===== config.mk =====
export PLATFORM = sky130hd
export DESIGN_NAME = reflet_uart_tx_arbiter
export DESIGN_NICKNAME = d
export VERILOG_FILES = /design/src/rtl/reflet_uart_arb_pkg.sv /design/src/rtl/reflet_rr_picker.sv /design/src/rtl/reflet_uart_tx_arbiter.sv
export SDC_FILE = /design/constraint.sdc
export NUM_CORES = 1
export LEC_CHECK = 0
export CAP_MARGIN = 20
export CELL_PAD_IN_SITES_DETAIL_PLACEMENT = 0
export CELL_PAD_IN_SITES_GLOBAL_PLACEMENT = 1
export CORE_UTILIZATION = 36
export CTS_CLUSTER_SIZE = 8
export DETAILED_ROUTE_END_ITERATION = 8
export PLACE_DENSITY = 0.77
export SLEW_MARGIN = 20
export SYNTH_ARGS = -nofsm -noshare
export SYNTH_HDL_FRONTEND = slang
export SYNTH_HIERARCHICAL = 1
export SYNTH_SLANG_ARGS = --single-unit

===== constraint.sdc =====
create_clock -name clk -period 2.1 [get_ports clk]
set_input_delay 0.315 -clock clk [delete_from_list [all_inputs] [get_ports clk]]
set_output_delay 0.315 -clock clk [all_outputs]
set_load 0.01 [all_outputs]

===== src/rtl/reflet_uart_arb_pkg.sv =====
// Shared encodings and width helpers for the reflet UART transmit arbiter.
// The FSM state type, the default sizing and the pointer/counter width functions live here.
package reflet_uart_arb_pkg;

   typedef enum logic [1:0] {
      ST_IDLE = 2'd0,
      ST_SEND = 2'd1,
      ST_WAIT = 2'd2,
      ST_HOLD = 2'd3
   } arb_state_t;

   localparam int unsigned NREQ_DEFAULT         = 2;
   localparam int unsigned HOLD_TIMEOUT_DEFAULT = 1024;

   // Both widths are clamped to 1 so degenerate sizings still give legal vectors.
   function automatic int unsigned ptr_width(input int unsigned n);
      return (n > 1) ? $clog2(n) : 1;
   endfunction

   function automatic int unsigned cnt_width(input int unsigned t);
      return (t > 0) ? $clog2(t + 1) : 1;
   endfunction

endpackage


===== src/rtl/reflet_rr_picker.sv =====
// Round-robin priority encoder: first set request at or after ptr, wrapping modulo nreq.
// Purely combinational, zero latency; it has no flow control of its own.
module reflet_rr_picker
   import reflet_uart_arb_pkg::*;
#(
   parameter int unsigned nreq  = NREQ_DEFAULT,
   parameter int unsigned ptr_w = ptr_width(nreq)
) (
   input  logic [nreq-1:0]  req,
   input  logic [ptr_w-1:0] ptr,
   output logic [ptr_w-1:0] index,
   output logic             found
);

   // Lowest set bit overall is the wrap-around fallback; the second pass
   // overrides it with the lowest set bit at or above ptr.
   always_comb begin
      index = '0;
      found = 1'b0;
      for (int i = nreq - 1; i >= 0; i--) begin
         if (req[i]) begin
            index = ptr_w'(i);
            found = 1'b1;
         end
      end
      for (int i = nreq - 1; i >= 0; i--) begin
         if (req[i] && (i >= int'(ptr))) begin
            index = ptr_w'(i);
         end
      end
   end

endmodule


===== src/rtl/reflet_uart_tx_arbiter.sv =====
// Shares one UART transmitter between nreq requesters, round-robin, grant held per packet.
// 1 cycle from valid to uart_start; requesters hold their byte until the req_ack pulse.
module reflet_uart_tx_arbiter
   import reflet_uart_arb_pkg::*;
#(
   parameter int unsigned nreq         = NREQ_DEFAULT,
   parameter int unsigned hold_timeout = HOLD_TIMEOUT_DEFAULT
) (
   input  logic              clk,
   input  logic              reset,
   input  logic              enable,
   input  logic [nreq-1:0]   req_valid,
   input  logic [8*nreq-1:0] req_data,
   input  logic [nreq-1:0]   req_last,
   output logic [nreq-1:0]   req_ack,
   output logic [nreq-1:0]   grant,
   output logic              busy,
   output logic [7:0]        uart_data,
   output logic              uart_start,
   input  logic              uart_end
);

   localparam int unsigned PTR_W = ptr_width(nreq);
   localparam int unsigned CNT_W = cnt_width(hold_timeout);

   arb_state_t       state;
   logic [PTR_W-1:0] rr_ptr;
   logic [PTR_W-1:0] owner;
   logic [PTR_W-1:0] pick_idx;
   logic             pick_found;
   logic             last_r;
   logic [CNT_W-1:0] hold_cnt;

   logic [PTR_W-1:0] sel_idx;
   logic [7:0]       sel_data;
   logic             sel_last;
   logic             sel_valid;

   reflet_rr_picker #(
      .nreq  (nreq),
      .ptr_w (PTR_W)
   ) u_picker (
      .req   (req_valid),
      .ptr   (rr_ptr),
      .index (pick_idx),
      .found (pick_found)
   );

   function automatic logic [PTR_W-1:0] next_ptr(input logic [PTR_W-1:0] p);
      return (32'(p) == nreq - 1) ? '0 : p + 1'b1;
   endfunction

   function automatic logic [nreq-1:0] onehot(input logic [PTR_W-1:0] idx);
      logic [nreq-1:0] v;
      v = '0;
      for (int i = 0; i < nreq; i++) v[i] = (32'(idx) == i);
      return v;
   endfunction

   // In IDLE the byte comes from the fresh pick, otherwise from the current owner.
   always_comb begin
      sel_idx   = (state == ST_IDLE) ? pick_idx : owner;
      sel_data  = '0;
      sel_last  = 1'b0;
      sel_valid = 1'b0;
      for (int i = 0; i < nreq; i++) begin
         if (32'(sel_idx) == i) begin
            sel_data  = req_data[8*i +: 8];
            sel_last  = req_last[i];
            sel_valid = req_valid[i];
         end
      end
   end

   assign busy       = (state != ST_IDLE);
   assign uart_start = (state == ST_SEND) && enable;
   assign req_ack    = uart_start ? grant : '0;

   always_ff @(posedge clk) begin
      if (reset) begin
         state     <= ST_IDLE;
         grant     <= '0;
         owner     <= '0;
         rr_ptr    <= '0;
         uart_data <= '0;
         last_r    <= 1'b0;
         hold_cnt  <= '0;
      end else if (enable) begin
         case (state)
            ST_IDLE: begin
               if (pick_found) begin
                  owner     <= pick_idx;
                  grant     <= onehot(pick_idx);
                  uart_data <= sel_data;
                  last_r    <= sel_last;
                  state     <= ST_SEND;
               end
            end
            ST_SEND: state <= ST_WAIT;
            ST_WAIT: begin
               if (uart_end) begin
                  if (last_r || (hold_timeout == 0)) begin
                     grant  <= '0;
                     rr_ptr <= next_ptr(owner);
                     state  <= ST_IDLE;
                  end else begin
                     hold_cnt <= '0;
                     state    <= ST_HOLD;
                  end
               end
            end
            ST_HOLD: begin
               if (sel_valid) begin
                  uart_data <= sel_data;
                  last_r    <= sel_last;
                  hold_cnt  <= '0;
                  state     <= ST_SEND;
               end else if (hold_cnt == CNT_W'(hold_timeout - 1)) begin
                  grant  <= '0;
                  rr_ptr <= next_ptr(owner);
                  state  <= ST_IDLE;
               end else begin
                  hold_cnt <= hold_cnt + 1'b1;
               end
            end
            default: state <= ST_IDLE;
         endcase
      end
   end

   a_grant_onehot0: assert property (@(posedge clk) disable iff (reset) $onehot0(grant));
   a_ack_in_grant:  assert property (@(posedge clk) disable iff (reset) (req_ack & ~grant) == '0);
   a_start_single:  assert property (@(posedge clk) disable iff (reset) uart_start |=> !uart_start);
   a_end_in_wait:   assert property (@(posedge clk) disable iff (reset) uart_end |-> (state == ST_WAIT));

endmodule


; Word level (Yosys, flattened, before mapping)
; Index checks and enable logic that the tools add are counted.
[classes]
n_mux = 36
magnitude_cmp = 1
n_addsub = 2
reduce_logical = 13
bitwise_logic = 1
n_eq_ne = 13
[op_table]
columns = operator, count
row1 = 11-bit 2-to-1 mux, 4
row2 = 8-bit 2-to-1 mux, 3
row3 = 11-bit case mux with 2 select lines, 1
row4 = 2-bit 2-to-1 mux, 10
row5 = 8-bit case mux with 2 select lines, 1
row6 = "2-bit inequality test, second input constant", 7
row7 = 1-bit 2-to-1 mux, 13
row8 = "11-bit by 1-bit adder with 11-bit output, second input constant", 1
row9 = "11-bit by 10-bit equality test with 1-bit output, second input constant", 1
row10 = 2-bit case mux with 4 select lines, 1
row11 = 4-bit AND reduction, 2
row12 = 7-bit AND reduction, 1
row13 = "3-bit inequality test, second input constant", 2
row14 = 2-bit case mux with 3 select lines, 1
row15 = 6-bit AND reduction, 1
row16 = 2-bit nonzero test, 3
row17 = 5-bit AND reduction, 1
row18 = "2-bit equality test, second input constant", 2
row19 = 1-bit case mux with 2 select lines, 2
row20 = 3-bit AND reduction, 1
row21 = 3-bit nonzero test, 1
row22 = "2-bit by 1-bit equality test with 1-bit output, second input constant", 1
row23 = 1-bit logical AND, 2
row24 = 2-bit logical NOT, 1
row25 = 3 further kinds, 3
[totals]
reg_bits = 26
elab_cells = 73

; Depth between registers and ports, before layout
[logic_depth]
depth_word = 7
mapped_depth = 6
depth_no_buf = 5

; Modules after synthesis
; The synthesis kept the hierarchy.
[by_module_without_submodules]
columns = module, cells_per_inst, n_inst, seq_area_each_um2, area_each_um2
row1 = reflet_uart_tx_arbiter, 175, 1, 520.5, 1491.4
row2 = reflet_rr_picker, 3, 1, 0.0, 17.5

; Least setup slack after synthesis
; OpenSTA, ideal clock, no wires.
[synth_timing]
path_kind = flip-flop to flip-flop
start = register hold_cnt[0]
end = register grant[1]
synth_period_minus_slack_ns = 1.811
arrival_time_ns = 1.740
path_stages_with_launch = 7
path_slack_ns = 0.289
cell_sequence = dfxtp_1 > ha_1 > and4_1 > clkbuf_1 > a41oi_1 > or4b_1 > a21oi_1
[synth_via]
elab_chain_len = 3
[synth_lines]
columns = item, line_no
row1 = "start, declared", reflet_uart_tx_arbiter.sv:32  ; logic [CNT_W-1:0] hold_cnt;
row2 = "start signal, assigned", reflet_uart_tx_arbiter.sv:123  ; hold_cnt <= hold_cnt + 1'b1;
row3 = 11-bit by 10-bit equality test with 1-bit output, reflet_uart_tx_arbiter.sv:118  ; end else if (hold_cnt == CNT_W'(hold_timeout - 1)) begin
row4 = 2-bit inequality test (no line), n/a
row5 = 7-bit AND reduction (no line), n/a
row6 = "end signal, assigned", reflet_uart_tx_arbiter.sv:93  ; grant <= onehot(pick_idx);
row7 = "end, declared", reflet_uart_tx_arbiter.sv:16  ; output logic [nreq-1:0] grant,
; Every way passes these cells.
; A chain may end at the register's enable or synchronous reset.

; Worst setup path after layout
[layout_timing]
start = register state[1]
end = output req_ack[1]
[layout_via]
elab_chain_len = 3
[layout_lines]
columns = item, line_no
row1 = "start, declared", reflet_uart_tx_arbiter.sv:26  ; arb_state_t state;
row2 = "start signal, assigned", reflet_uart_tx_arbiter.sv:81  ; state <= ST_IDLE;
row3 = "start signal, assigned", reflet_uart_tx_arbiter.sv:96  ; state <= ST_SEND;
row4 = "start signal, assigned", reflet_uart_tx_arbiter.sv:99  ; ST_SEND: state <= ST_WAIT;
row5 = 2-bit by 1-bit equality test with 1-bit output, reflet_uart_tx_arbiter.sv:76  ; assign uart_start = (state == ST_SEND) && enable;
row6 = 1-bit logical AND, reflet_uart_tx_arbiter.sv:76
row7 = 2-bit 2-to-1 mux, reflet_uart_tx_arbiter.sv:77  ; assign req_ack = uart_start ? grant : '0;
row8 = "end, declared", reflet_uart_tx_arbiter.sv:15  ; output logic [nreq-1:0] req_ack,
; Every way passes these cells.

==> impl_metrics.json <==
{
  "status": "completed",
  "power.leakage_nw": 0.758,
  "layout_common_cells": "clkdlybuf4s50_1, dfxtp_1, buf_4, a21oi_1, nand2_1",
  "cts-root-buf": "clkbuf_8",
  "dp_hpwl_um": 3050,
  "ctsHoldBuffers": 0,
  "yosys_warnings": 6,
  "period_needed_ps": 1960,
  "cts_buffer_depth": 2,
  "skew_ps": 6.25,
  "crit_family": "buffers and inverters",
  "finalCoreUtilization_pct": 52.5,
  "critPathLaunchType": "flip-flop",
  "die-width_um": 66.7,
  "viasPerCell": 5.77,
  "ys_seq_area_share_pct": 34.5,
  "fp-row-count": 23,
  "nets": 254,
  "gr-total-overflow": 0,
  "final_common_cell": "clkdlybuf4s50_1",
  "rr_startpoint": "owner",
  "grt_pass1_wl_um": 6720,
  "wl_per_cell_um": 14.6,
  "p_per_area_nw_per_um2": 539,
  "drv_cap": 0,
  "cp-startpoint": "state[1]",
  "drcViolationCount": 0,
  "area_delta_synth_final_pct": 39.1,
  "drive_gt1_share_pct": 13.2,
  "drt-total-wl_um": 4040,
  "timing_hold_violations_final": 0,
  "ios": 38,
  "synth.avg_cell_area_um2": 8.48,
  "cts_buffers": 3,
  "endpoint_kind": "output pin",
  "place_ws_ps": -58.7,
  "crit_required_ps": 1780,
  "setup_viol": 0,
  "die_y_um": 66.7,
  "synth_nets": 203,
  "dr.pass1.iters": 4,
  "antenna_found_initial": 0,
  "critPathKind": "flip-flop to output pin",
  "ys.flop_type": "dfxtp_1",
  "synthArstFlopShare_pct": 0,
  "cpPeakStageDelay_ps": 540,
  "min-delay-start": "enable",
  "grt_pass1_vias": 1437,
  "synth_seq_cells": 26,
  "max_freq_mhz": 511,
  "grt_max_degree": 20,
  "diodes": 0,
  "crit_slowest_cell": "clkdlybuf4s50_1",
  "worstPathCellList": "inv_2, and3_1, and2_1, clkdlybuf4s50_1",
  "syn_inst": 178,
  "clk_latency_ps": 280,
  "initial_core_util_pct": 37.7,
  "setup_slack_ps": 143,
  "core_area_um2": 4000,
  "numClockSinks": 26,
  "ant_nets": 0,
  "grt_setup_unrepaired": "false",
  "critPathBufInv": 2,
  "ir_drop_mv": 0.286,
  "max_slew_margin_pct": 57.7,
  "finalCritPeriodShare_pct": 93.2,
  "slew_violations": 0,
  "gp_congestion": 0.892,
  "die_area_um2": 4450,
  "synthesis.area_um2": 1510,
  "grt_usage_pct": 20.1,
  "ff2ff_setup_slack_ps": 200,
  "vias": 1598,
  "synth-edff-count": 0,
  "worst_pin_slew_ps": 630,
  "tritoncts": "yes",
  "drt_iter0_markers": 118,
  "placement.io_buffers": 37,
  "clk_pin_slew_worst_paths_ps": 90,
  "hold_class": "input pin to flip-flop",
  "crit_fanout": 9,
  "synth.distinct_cells": 46,
  "arrival_ps": 1640,
  "htree_num_levels": 1
}
[registers in the layout, indices dropped and copies added (netlist names)]
signal     cells
owner          1
hold_cnt      11
uart_data      8
rr_ptr         1
grant          2
state          2
last_r         1
[synth_stat cells, types with 4 or more instances]
cell type  count  area [um^2]
o31ai_1        5         37.5
a311oi_1      11         96.3
nor2b_1        4         25.0
buf_2          4         20.0
mux2i_1       10          100
inv_1         10         37.5
dfxtp_1       26          521
and3_1         6         37.5
or4_1          4         30.0
nor2_1         4         15.0
a21oi_1       17         85.1
nand2_1       13         48.8
nand3_1        6         30.0
nand4_1        4         25.0
clkbuf_1       6         22.5
[power breakdown]
part	internal, mW	switching, mW
logic	0.165	0.131
registers	0.520	0.0214
clock network	0.129	0.166
[per-layer routing]
metal  share of wire [%]  track usage (%)
met1                  46             26.2
met2                  46             31.4
met3                 6.4             3.60
met4                 2.4             10.1
met5                   0                0
[worst register-to-register path, stage by stage (launching register included)]
cell and delay [ps]:
dfxtp_1 470, mux2_4 330, or3_1 380, or4_1 480
a31oi_1 170
[final timing paths]
path | endpoint | cells past startpoint
setup / recovery | req_ack[1] | 4
hold / removal | state[1] | 3
setup reg to reg | hold_cnt[3] | 4
hold reg to reg | rr_ptr | 2
[logic make-up (layout without fill, tap and decap cells)]
family	Yosys count	count (layout)	synth area share, %
AO/OA/AOI/OAI	61	61	29.4
AND/OR/NAND/NOR	58	58	21.6
flip-flops	26	26	34.5
buffers and inverters	20	69	5.31
multiplexers	12	12	8.37
adder cells (fa/ha/maj)	1	1	0.829
[cell type report]
type	count	area, um^2
Clock buffer	3	41.3
Tap cell	50	62.6
Multi-Input combinational cell	132	908
Inverter	10	37.5
Sequential cell	26	522
Fill cell	378	1900
Timing Repair Buffer	56	528
[what timing repair did]
item                       CTS  global route
setup buffers                0             0
gates resized for setup      1             2
pin swaps                    0             0
setup endpoints to repair    1             2
[metrics by stage]
stage / total power [mW] / cells / hold WS (ps) / instance area [um^2] / setup TNS [ps]
after global placement: 0.843 / 274 / 459 / 2050 / -24.9
after global routing: 1.20 / 277 / 488 / 2100 / 0
after floorplan: 0.698 / 178 / 448 / 1510 / 0
after CTS: 1.15 / 277 / 488 / 2100 / 0
final: 1.13 / 277 / 439 / 2100 / 0
after detailed placement: 0.847 / 274 / 471 / 2050 / -68.2
(Power assumes the default switching activity.)
